**src/rtl/alu_ctrl_pkg.sv**
```systemverilog
// Shared opcodes, state encoding and flag indices
// for the ALU control FSM.
package alu_ctrl_pkg;

  typedef enum logic [2:0] {
    S_IDLE,
    S_DECODE,
    S_EXEC,
    S_BRANCH,
    S_HALT
  } state_e;

  localparam logic [3:0] OP_LDI  = 4'h8;
  localparam logic [3:0] OP_JMP  = 4'h9;
  localparam logic [3:0] OP_JZ   = 4'hA;
  localparam logic [3:0] OP_JC   = 4'hB;
  localparam logic [3:0] OP_JS   = 4'hC;
  localparam logic [3:0] OP_NOP  = 4'hD;
  localparam logic [3:0] OP_HALT = 4'hE;
  localparam logic [3:0] OP_RSV  = 4'hF;

  // flags = {C,S,Z}
  localparam int FLAG_Z = 0;
  localparam int FLAG_S = 1;
  localparam int FLAG_C = 2;

  function automatic logic is_alu(
    input logic [3:0] op
  );
    return ~op[3];
  endfunction

  function automatic logic is_jmp(
    input logic [3:0] op
  );
    return (op >= OP_JMP) && (op <= OP_JS);
  endfunction

endpackage

```
**src/rtl/alu_ctrl_flags.sv**
```systemverilog
// Registered {C,S,Z} status flags.
// Ports: clk, rst_n, upd_i, arit_i, zero_i/carry_i/sign_i, flags_o.
module alu_ctrl_flags
  import alu_ctrl_pkg::*;
(
  input  logic       clk,
  input  logic       rst_n,
  input  logic       upd_i,
  input  logic       arit_i,
  input  logic       zero_i,
  input  logic       carry_i,
  input  logic       sign_i,
  output logic [2:0] flags_o
);

  logic [2:0] flags_q;
  logic [2:0] flags_d;

  always_comb begin
    flags_d = flags_q;
    if (upd_i) begin
      flags_d[FLAG_Z] = zero_i;
      flags_d[FLAG_S] = sign_i;
      // logic ops clear carry
      flags_d[FLAG_C] = arit_i & carry_i;
    end
  end

  always_ff @(posedge clk or negedge rst_n) begin
    if (!rst_n) flags_q <= '0;
    else        flags_q <= flags_d;
  end

  assign flags_o = flags_q;

endmodule

```
**src/rtl/alu_ctrl_fsm.sv**
```systemverilog
// Multi-cycle ALU controller: IDLE->DECODE->EXEC/BRANCH.
// Ports: instr handshake, ALU select/flags, regfile, PC, status.
// Option: ALU_CTRL_TRAP_EN makes opcode 0xF trap to HALT.
module alu_ctrl_fsm
  import alu_ctrl_pkg::*;
(
  input  logic        clk,
  input  logic        rst_n,
  input  logic        instr_valid,
  output logic        instr_ready,
  input  logic [15:0] instr,
  input  logic        alu_zero,
  input  logic        alu_carry,
  input  logic        alu_sign,
  output logic [1:0]  alu_op,
  output logic        arit,
  output logic [3:0]  rd_addr_a,
  output logic [3:0]  rd_addr_b,
  output logic        wr_en,
  output logic [3:0]  wr_addr,
  output logic        wr_sel,
  output logic [3:0]  imm,
  output logic        pc_inc,
  output logic        pc_ld,
  output logic [7:0]  pc_tgt,
  output logic [2:0]  flags,
  output logic        halted,
  output logic        illegal
);

  state_e      state_q;
  state_e      state_d;
  logic [15:0] instr_q;
  logic [15:0] instr_d;
  logic [3:0]  op;
  logic        take;
  logic        flag_upd;
`ifdef ALU_CTRL_TRAP_EN
  logic        ill_set;
  logic        ill_q;
`endif

  assign op = instr_q[15:12];

  always_ff @(posedge clk or negedge rst_n) begin
    if (!rst_n) begin
      state_q <= S_IDLE;
      instr_q <= '0;
    end else begin
      state_q <= state_d;
      instr_q <= instr_d;
    end
  end

  always_comb begin
    take = 1'b0;
    unique case (1'b1)
      op == OP_JMP: take = 1'b1;
      op == OP_JZ:  take = flags[FLAG_Z];
      op == OP_JC:  take = flags[FLAG_C];
      op == OP_JS:  take = flags[FLAG_S];
      default:      take = 1'b0;
    endcase
  end

  always_comb begin
    state_d     = state_q;
    instr_d     = instr_q;
    instr_ready = 1'b0;
    alu_op      = '0;
    arit        = 1'b0;
    rd_addr_a   = '0;
    rd_addr_b   = '0;
    wr_en       = 1'b0;
    wr_addr     = '0;
    wr_sel      = 1'b0;
    imm         = '0;
    pc_inc      = 1'b0;
    pc_ld       = 1'b0;
    pc_tgt      = '0;
    halted      = 1'b0;
    flag_upd    = 1'b0;
`ifdef ALU_CTRL_TRAP_EN
    ill_set     = 1'b0;
`endif
    unique case (state_q)
      S_IDLE: begin
        instr_ready = 1'b1;
        if (instr_valid) begin
          instr_d = instr;
          state_d = S_DECODE;
        end
      end
      S_DECODE: begin
        state_d = S_IDLE;
        unique case (1'b1)
          is_alu(op),
          op == OP_LDI:  state_d = S_EXEC;
          is_jmp(op):    state_d = S_BRANCH;
          op == OP_HALT: state_d = S_HALT;
`ifdef ALU_CTRL_TRAP_EN
          op == OP_RSV: begin
            ill_set = 1'b1;
            state_d = S_HALT;
          end
`endif
          // NOP, and reserved when not trapping
          default: pc_inc = 1'b1;
        endcase
      end
      S_EXEC: begin
        alu_op    = op[1:0];
        arit      = op[2];
        rd_addr_a = instr_q[7:4];
        rd_addr_b = instr_q[3:0];
        wr_en     = 1'b1;
        wr_addr   = instr_q[11:8];
        wr_sel    = (op == OP_LDI);
        imm       = (op == OP_LDI) ? instr_q[3:0] : 4'h0;
        pc_inc    = 1'b1;
        flag_upd  = is_alu(op);
        state_d   = S_IDLE;
      end
      S_BRANCH: begin
        if (take) begin
          pc_ld  = 1'b1;
          pc_tgt = instr_q[7:0];
        end else begin
          pc_inc = 1'b1;
        end
        state_d = S_IDLE;
      end
      S_HALT: halted = 1'b1;
      default: state_d = S_IDLE;
    endcase

    // reset kills strobes in the same cycle
    if (!rst_n) begin
      instr_ready = 1'b0;
      alu_op      = '0;
      arit        = 1'b0;
      rd_addr_a   = '0;
      rd_addr_b   = '0;
      wr_en       = 1'b0;
      wr_addr     = '0;
      wr_sel      = 1'b0;
      imm         = '0;
      pc_inc      = 1'b0;
      pc_ld       = 1'b0;
      pc_tgt      = '0;
      halted      = 1'b0;
      flag_upd    = 1'b0;
`ifdef ALU_CTRL_TRAP_EN
      ill_set     = 1'b0;
`endif
    end
  end

  alu_ctrl_flags u_flags (
    .clk     (clk),
    .rst_n   (rst_n),
    .upd_i   (flag_upd),
    .arit_i  (arit),
    .zero_i  (alu_zero),
    .carry_i (alu_carry),
    .sign_i  (alu_sign),
    .flags_o (flags)
  );

`ifdef ALU_CTRL_TRAP_EN
  always_ff @(posedge clk or negedge rst_n) begin
    if (!rst_n)       ill_q <= 1'b0;
    else if (ill_set) ill_q <= 1'b1;
  end
  assign illegal = ill_q;
`else
  assign illegal = 1'b0;
`endif

endmodule
```
**config.mk**
```make
export PLATFORM = sky130hd
export DESIGN_NAME = alu_ctrl_fsm
export DESIGN_NICKNAME = d
export VERILOG_FILES = /design/src/rtl/alu_ctrl_pkg.sv /design/src/rtl/alu_ctrl_flags.sv /design/src/rtl/alu_ctrl_fsm.sv
export SDC_FILE = /design/constraint.sdc
export NUM_CORES = 1
export LEC_CHECK = 0
export ABC_AREA = 1
export ABC_CLOCK_PERIOD_IN_PS = 1700
export CORE_AREA = 2 2 58 60
export DETAILED_ROUTE_END_ITERATION = 16
export DIE_AREA = 0 0 60 62
export MAX_ROUTING_LAYER = met4
export PLACE_DENSITY = 0.82
export SYNTH_ARGS = -nofsm -noshare
export SYNTH_HDL_FRONTEND = slang
export SYNTH_SLANG_ARGS = --single-unit
```
**constraint.sdc**
```tcl
create_clock -name clk -period 1.7 [get_ports clk]
set_clock_uncertainty 0.05 [all_clocks]
set_input_delay 0.255 -clock clk [delete_from_list [all_inputs] [get_ports clk]]
set_output_delay 0.255 -clock clk [all_outputs]
set_load 0.01 [all_outputs]
```
==> results of run 1 <==
-- report_power, final --
group	total (mW)	switching [mW]	leakage, nW	internal (mW)
Sequential	0.879	0.118	0.252	0.761
Combinational	1.79	0.925	0.856	0.861
Clock	0.288	0.157	0.0210	0.131
-- cells by family (layout without fill, tap and decap cells) --
family          count (synthesis)  in the layout  synth area share
simple gates                   80             81            0.3064
buf+inv                        31            125            0.1160
flops                          22             22            0.4814
compound gates                 21             21           0.09300
other cells                     1              1          0.003279
-- worst paths after layout --
path | startpoint | cells past startpoint | end
setup reg to reg | state_q[1] | 9 | instr_q[6]
max in group asynchronous | rst_n | 3 | instr_q[3]
hold / removal | rst_n | 2 | instr_q[14]
setup / recovery | state_q[1] | 7 | rd_addr_a[1]
hold reg to reg | u_flags.flags_o[1] | 2 | u_flags.flags_o[1]
min in group clk | alu_sign | 3 | u_flags.flags_o[1]
-- synthesized netlist by cell type --
cell type  number
nor4_1          1
nor2_2          1
nand3_1         5
buf_4           1
conb_1          1
nor3_1          4
a21oi_1        18
buf_2           4
nor2_1         46
nand3_2         1
nor3_2          1
nand3_4         1
o21ai_0         2
nand2_2         2
buf_6           1
nand2_1        17
nand4_1         1
a31oi_1         1
inv_1          24
dfrtp_1        22
inv_2           1
-- flip-flops by register name (all words and copies together), names as in the netlist --
name	cells
instr_q	16
u_flags.flags_o	3
state_q	3
-- critical path, cell delays in order, from the launching register on --
cell	delay (ns)
dfrtp_1	0.38
inv_2	0.06
nor3_4	0.21
nand2_2	0.12
buf_8	0.16
buf_6	0.12
nor2_4	0.11
buf_6	0.11
-- cell type report --
cell class / instances / area, um^2 / share of cell area
Clock buffer: 4 / 36.28 / 0.01677
Inverter: 25 / 93.84 / 0.04338
Multi-Input combinational cell: 103 / 629.4 / 0.2909
Sequential cell: 22 / 550.5 / 0.2545
Tap cell: 46 / 57.56 / 0.02661
Timing Repair Buffer: 96 / 795.8 / 0.3678
-- layout by cell type, fill, tap and decap left out, drive strengths merged --
cell type / n
o21ai: 2
a21oi: 18
nor4: 1
clkdlybuf4s50: 24
dfrtp: 22
nor2: 47
nand4: 1
clkbuf: 4
conb: 1
a31oi: 1
nand3: 8
nor3: 5
buf: 72
inv: 25
nand2: 19
-- timing repair --
item,in CTS,in global routing
hold buffers,0,0
setup endpoints to repair,33,33
cloned,1,0
pin swaps,14,16
gates resized for setup,162,32
buffers inserted,10,5
-- layer usage --
metal,vias to the layer above,track usage,part of all wire
li1,666,-,-
met1,582,0.2383,0.42
met2,39,0.3478,0.53
met3,4,0.02692,0.037
met4,0,0.06984,0.0090
met5,-,-,0
==> impl_results.md, run 1 <==
* Status: finished with violations
* Violated checks: negative setup slack
* Largest net degree at the start of global routing at 34
* Worst slack at placement at -0.3835 ns
* Maximum vdd ir drop at 851.2 uV
* Initial antenna violation count at 0
* DR pass1 iterations at 4
* Fin. Hold Viols at 0
* Post-Layout Cell Count at 296
* Power Total at 2.953 mW
* Clk slew on worst S/H paths at 0.12 ns
* Antenna Nets Post-Route at 0
* Final #Nets at 273
* Routability cong. at 0.7900
* # IOs at 59
* Fmax at 0.5348 GHz
* Hold_ws at 0.2828 ns
* Drt initial violations at 33
* Overall Global Routing Usage at 0.2000
* Post-route cell area at 0.002163 mm^2
* Final Core Density at 0.6804
* Synthesized area at 0.001144 mm^2
* Cell taking the most area after synthesis: dfrtp_1
* Worst skew pair latency at 0.30 ns
* Fillers at 261
* Max cap viols at 0
* Ant. Diodes at 0
* Die area at 0.003720 mm^2
* Clock sinks at 22
* Vias post-DR at 1291
* Min Tclk post-route at 1.870 ns
* First-pass GRT wire length at 5.333 mm
* Synth unique cells at 21
* Grt ovf at 0
* Setup Crit Path Kind: flop to primary output
* Tightest Hold Check Type: input port to async pin
* Share of layout cells above drive strength 1 at 0.4800
* Fin crit share at 1.100
* CP required at 1.39 ns
* Synth Warn # at 0
* Post-route DRC at 0
* DR WL/cell at 11.59 um
* FP Rows at 21
* Initial Util at 0.3597
* Synth area leaders: dfrtp_1, nor2_1, a21oi_1, inv_1, nand2_1
* PwrDens at 1365 mW/mm^2
* Unrepaired setup endpoints after global routing: true
* Startpoint Class: flop
* Post-DP Area at 0.001933 mm^2
* Synthesized Nets at 177
* Maximum root-to-sink buffer count at 2
* Final setup margin at -0.1698 ns
* Yosys top cell area share at 0.4814
* Core area at 0.003179 mm^2
* DR vias/cell at 4.361
* Slew Limit Fails at 0
* Fin Setup TNS at -2.940 ns
* Die height at 62 um
* Area delta synth->final at 89.17%
* Vias in the first global route at 1208
* TritonCTS clock tree: done
* Mapped Avg Cell Area at 7.378 um^2
* Final HPWL DP at 2.211 mm
* Placed Instances at 277
* Pleak at 1.128 nW
* # H-tree levels at 1
* Register area share after synthesis at 0.4814
* Die width at 60 um
* Detailed-route wire length at 3.430 mm
* Gate Count Post-Synth at 155
* TritonCTS buffer count at 3
* Largest fanout on the critical path at 6
* Critical path endpoint category: primary output
* #FFs+latches synth at 22
* WP data arrival at 1.56 ns
* Port Buf Inserts at 57
* R2r setup slk at 0.18 ns
* Clock root buffer: clkbuf_4
* Final setup viols at 32
Note: power is estimated with default switching activity, not from simulation.
==> run 2: changes to the inputs <==
--- a/config.mk
+++ b/config.mk
@@ -6,10 +6,11 @@
 export NUM_CORES = 1
 export LEC_CHECK = 0
 export ABC_AREA = 1
-export ABC_CLOCK_PERIOD_IN_PS = 1700
+export ABC_CLOCK_PERIOD_IN_PS = 1980
 export CORE_AREA = 2 2 58 60
 export DETAILED_ROUTE_END_ITERATION = 16
 export DIE_AREA = 0 0 60 62
+export GPL_TIMING_DRIVEN = 0
 export MAX_ROUTING_LAYER = met4
 export PLACE_DENSITY = 0.82
 export SYNTH_ARGS = -nofsm -noshare
==> constraint.sdc (replaced) <==
create_clock -name clk -period 1.98 [get_ports clk]
set_clock_uncertainty 0.05 [all_clocks]
set_input_delay 0.297 -clock clk [delete_from_list [all_inputs] [get_ports clk]]
set_output_delay 0.297 -clock clk [all_outputs]
set_load 0.01 [all_outputs]
==> run 2 against run 1 <==
Compared with the run above: largest power group unchanged; register-to-register slack improved by 0.26 ns; die area did not move; hold slack improved by 0.18 ns; clock-buffer cell count fell by 1; sequential share of layout area rose by 3.4 points; wire length rose by 2.9%; non-clock buffer count fell by 16; the run still ends with negative setup slack left; critical path depth fell by 1.
==> impl_results.md, run 2 (synthesis results as in run 1) <==
* Status: finished with violations
* Violated checks: negative setup slack
* Startpoint Class: flop
* DR pass1 iterations at 4
* Grt ovf at 0
* Placed Instances at 258
* Critical path endpoint category: primary output
* WP data arrival at 1.66 ns
* Tightest Hold Check Type: input port to flop
* Fin crit share at 1.012
* PwrDens at 1128 mW/mm^2
* Final Core Density at 0.6037
* Maximum vdd ir drop at 631.2 uV
* Min Tclk post-route at 2.004 ns
* Port Buf Inserts at 57
* Post-Layout Cell Count at 279
* FF-to-FF End: instr_q[6]
* # IOs at 59
* Die area at 0.003720 mm^2
* Maximum root-to-sink buffer count at 2
* Die width at 60 um
* TritonCTS buffer count at 3
* Core area at 0.003179 mm^2
* Die height at 62 um
* Final setup margin at -0.02403 ns
* Fin. Hold Viols at 0
* Detailed-route wire length at 3.528 mm
* R2r setup slk at 0.44 ns
* # H-tree levels at 1
* DR WL/cell at 12.65 um
* Fin Setup TNS at -0.02403 ns
* Largest reg by FF count: instr_q
* First-pass GRT wire length at 4.899 mm
* Fmax at 0.4990 GHz
* DR vias/cell at 4.588
* Hold_ws at 0.4671 ns
* Share of layout cells above drive strength 1 at 0.4034
* Ant. Diodes at 0
* Final #Nets at 257
* Vias post-DR at 1280
* Unrepaired setup endpoints after global routing: true
* RR Startpoint: state_q[1]
* Max cap viols at 0
* Hold Path Depth at 3
* Worst Reg-to-Reg Cells at 7
* Power Total at 2.166 mW
* Clk slew on worst S/H paths at 0.12 ns
* Hold path start: alu_sign
* TritonCTS clock tree: done
* Max FFs per register at 16
* Antenna Nets Post-Route at 0
* Initial Util at 0.3597
* Most frequent cells in the layout: nor2_1, buf_2, clkdlybuf4s50_1, dfrtp_1, inv_1
* Post-route DRC at 0
* Clock sinks at 22
* Worst Hold Path EP: u_flags.flags_o[1]
* Fillers at 302
* Pleak at 1.019 nW
* Clock root buffer: clkbuf_4
* Setup Crit Path Kind: flop to primary output
* Initial antenna violation count at 0
* Area delta synth->final at 67.83%
* Largest fanout on the critical path at 3
* Slew @ Worst Pin at 1.003 ns
* Final setup viols at 1
* Overall Global Routing Usage at 0.1817
* Commonest non-fill, non-tap cell in the layout: nor2_1
* Routability cong. at 0.7680
* Drt initial violations at 26
* Slew Limit Fails at 0
* FP Rows at 21
* Vias in the first global route at 1054
* Relative slew slack at 0.3294
* Worst skew pair latency at 0.31 ns
* CP required at 1.63 ns
* Final HPWL DP at 2.153 mm
* Largest net degree at the start of global routing at 23
[run 2: timing repair]
item | 4_1_cts | 5_1_grt
hold buffers | 1 | 0
cloned | 0 | 1
endpoints found under the hold margin | 22 | 0
resized for setup | 125 | 48
pin swaps | 1 | 9
setup endpoints to repair | 36 | 29
setup buffers | 9 | 7
[run 2: area by class of cell]
type | instances | area [um^2] | share of cell area
plain buffers | 6 | 45.04 | 0.02347
repair buffers | 74 | 568.0 | 0.2960
inverters | 25 | 93.84 | 0.04889
well taps | 46 | 57.56 | 0.02999
multi-input cells | 103 | 579.3 | 0.3018
flip-flops and latches | 22 | 553.0 | 0.2881
clock buffers | 3 | 22.52 | 0.01173
[run 2: layer usage]
metal	vias up	track usage	routed length, um
met5	-	-	0
met2	47	0.2857	1763
met3	5	0.02484	208
li1	635	-	-
met1	593	0.2438	1520
met4	0	0.05714	35
[run 2: critical path, stage by stage (launching register included)]
cell     delay (ns)
dfrtp_1        0.45
buf_4          0.16
buf_4          0.14
nor2_4         0.16
nand3_1        0.10
a21oi_1        0.18
buf_2          0.16
[run 2: where the power goes]
part	leakage [nW]	switching (mW)	internal [mW]
sequential	0.249	0.117	0.657
combinational	0.756	0.697	0.488
clock	0.0138	0.137	0.0712
[run 2: worst max-delay path by stage]
stage               start     end  slack [ns]  cells after the start
2_1_floorplan  state_q[0]  imm[0]        0.51                      4
3_3_place_gp        rst_n  imm[2]       -1.10                      5
3_5_place_dp        rst_n  imm[0]       -1.17                      5
4_1_cts        state_q[1]  imm[0]       -0.04                      7
5_1_grt        state_q[0]  imm[1]       -0.11                      6
6_report       state_q[2]  pc_inc       -0.02                      6
[run 2: per-stage QoR]
| step | setup slack [ns] | area [um^2] |
|---|---|---|
| final | -0.02403 | 1919 |
| after global routing | -0.1133 | 1919 |
| after CTS | -0.04347 | 1779 |
| after detailed placement | -1.173 | 1772 |
| after global placement | -1.104 | 1772 |
| after floorplan | 0.5102 | 1144 |
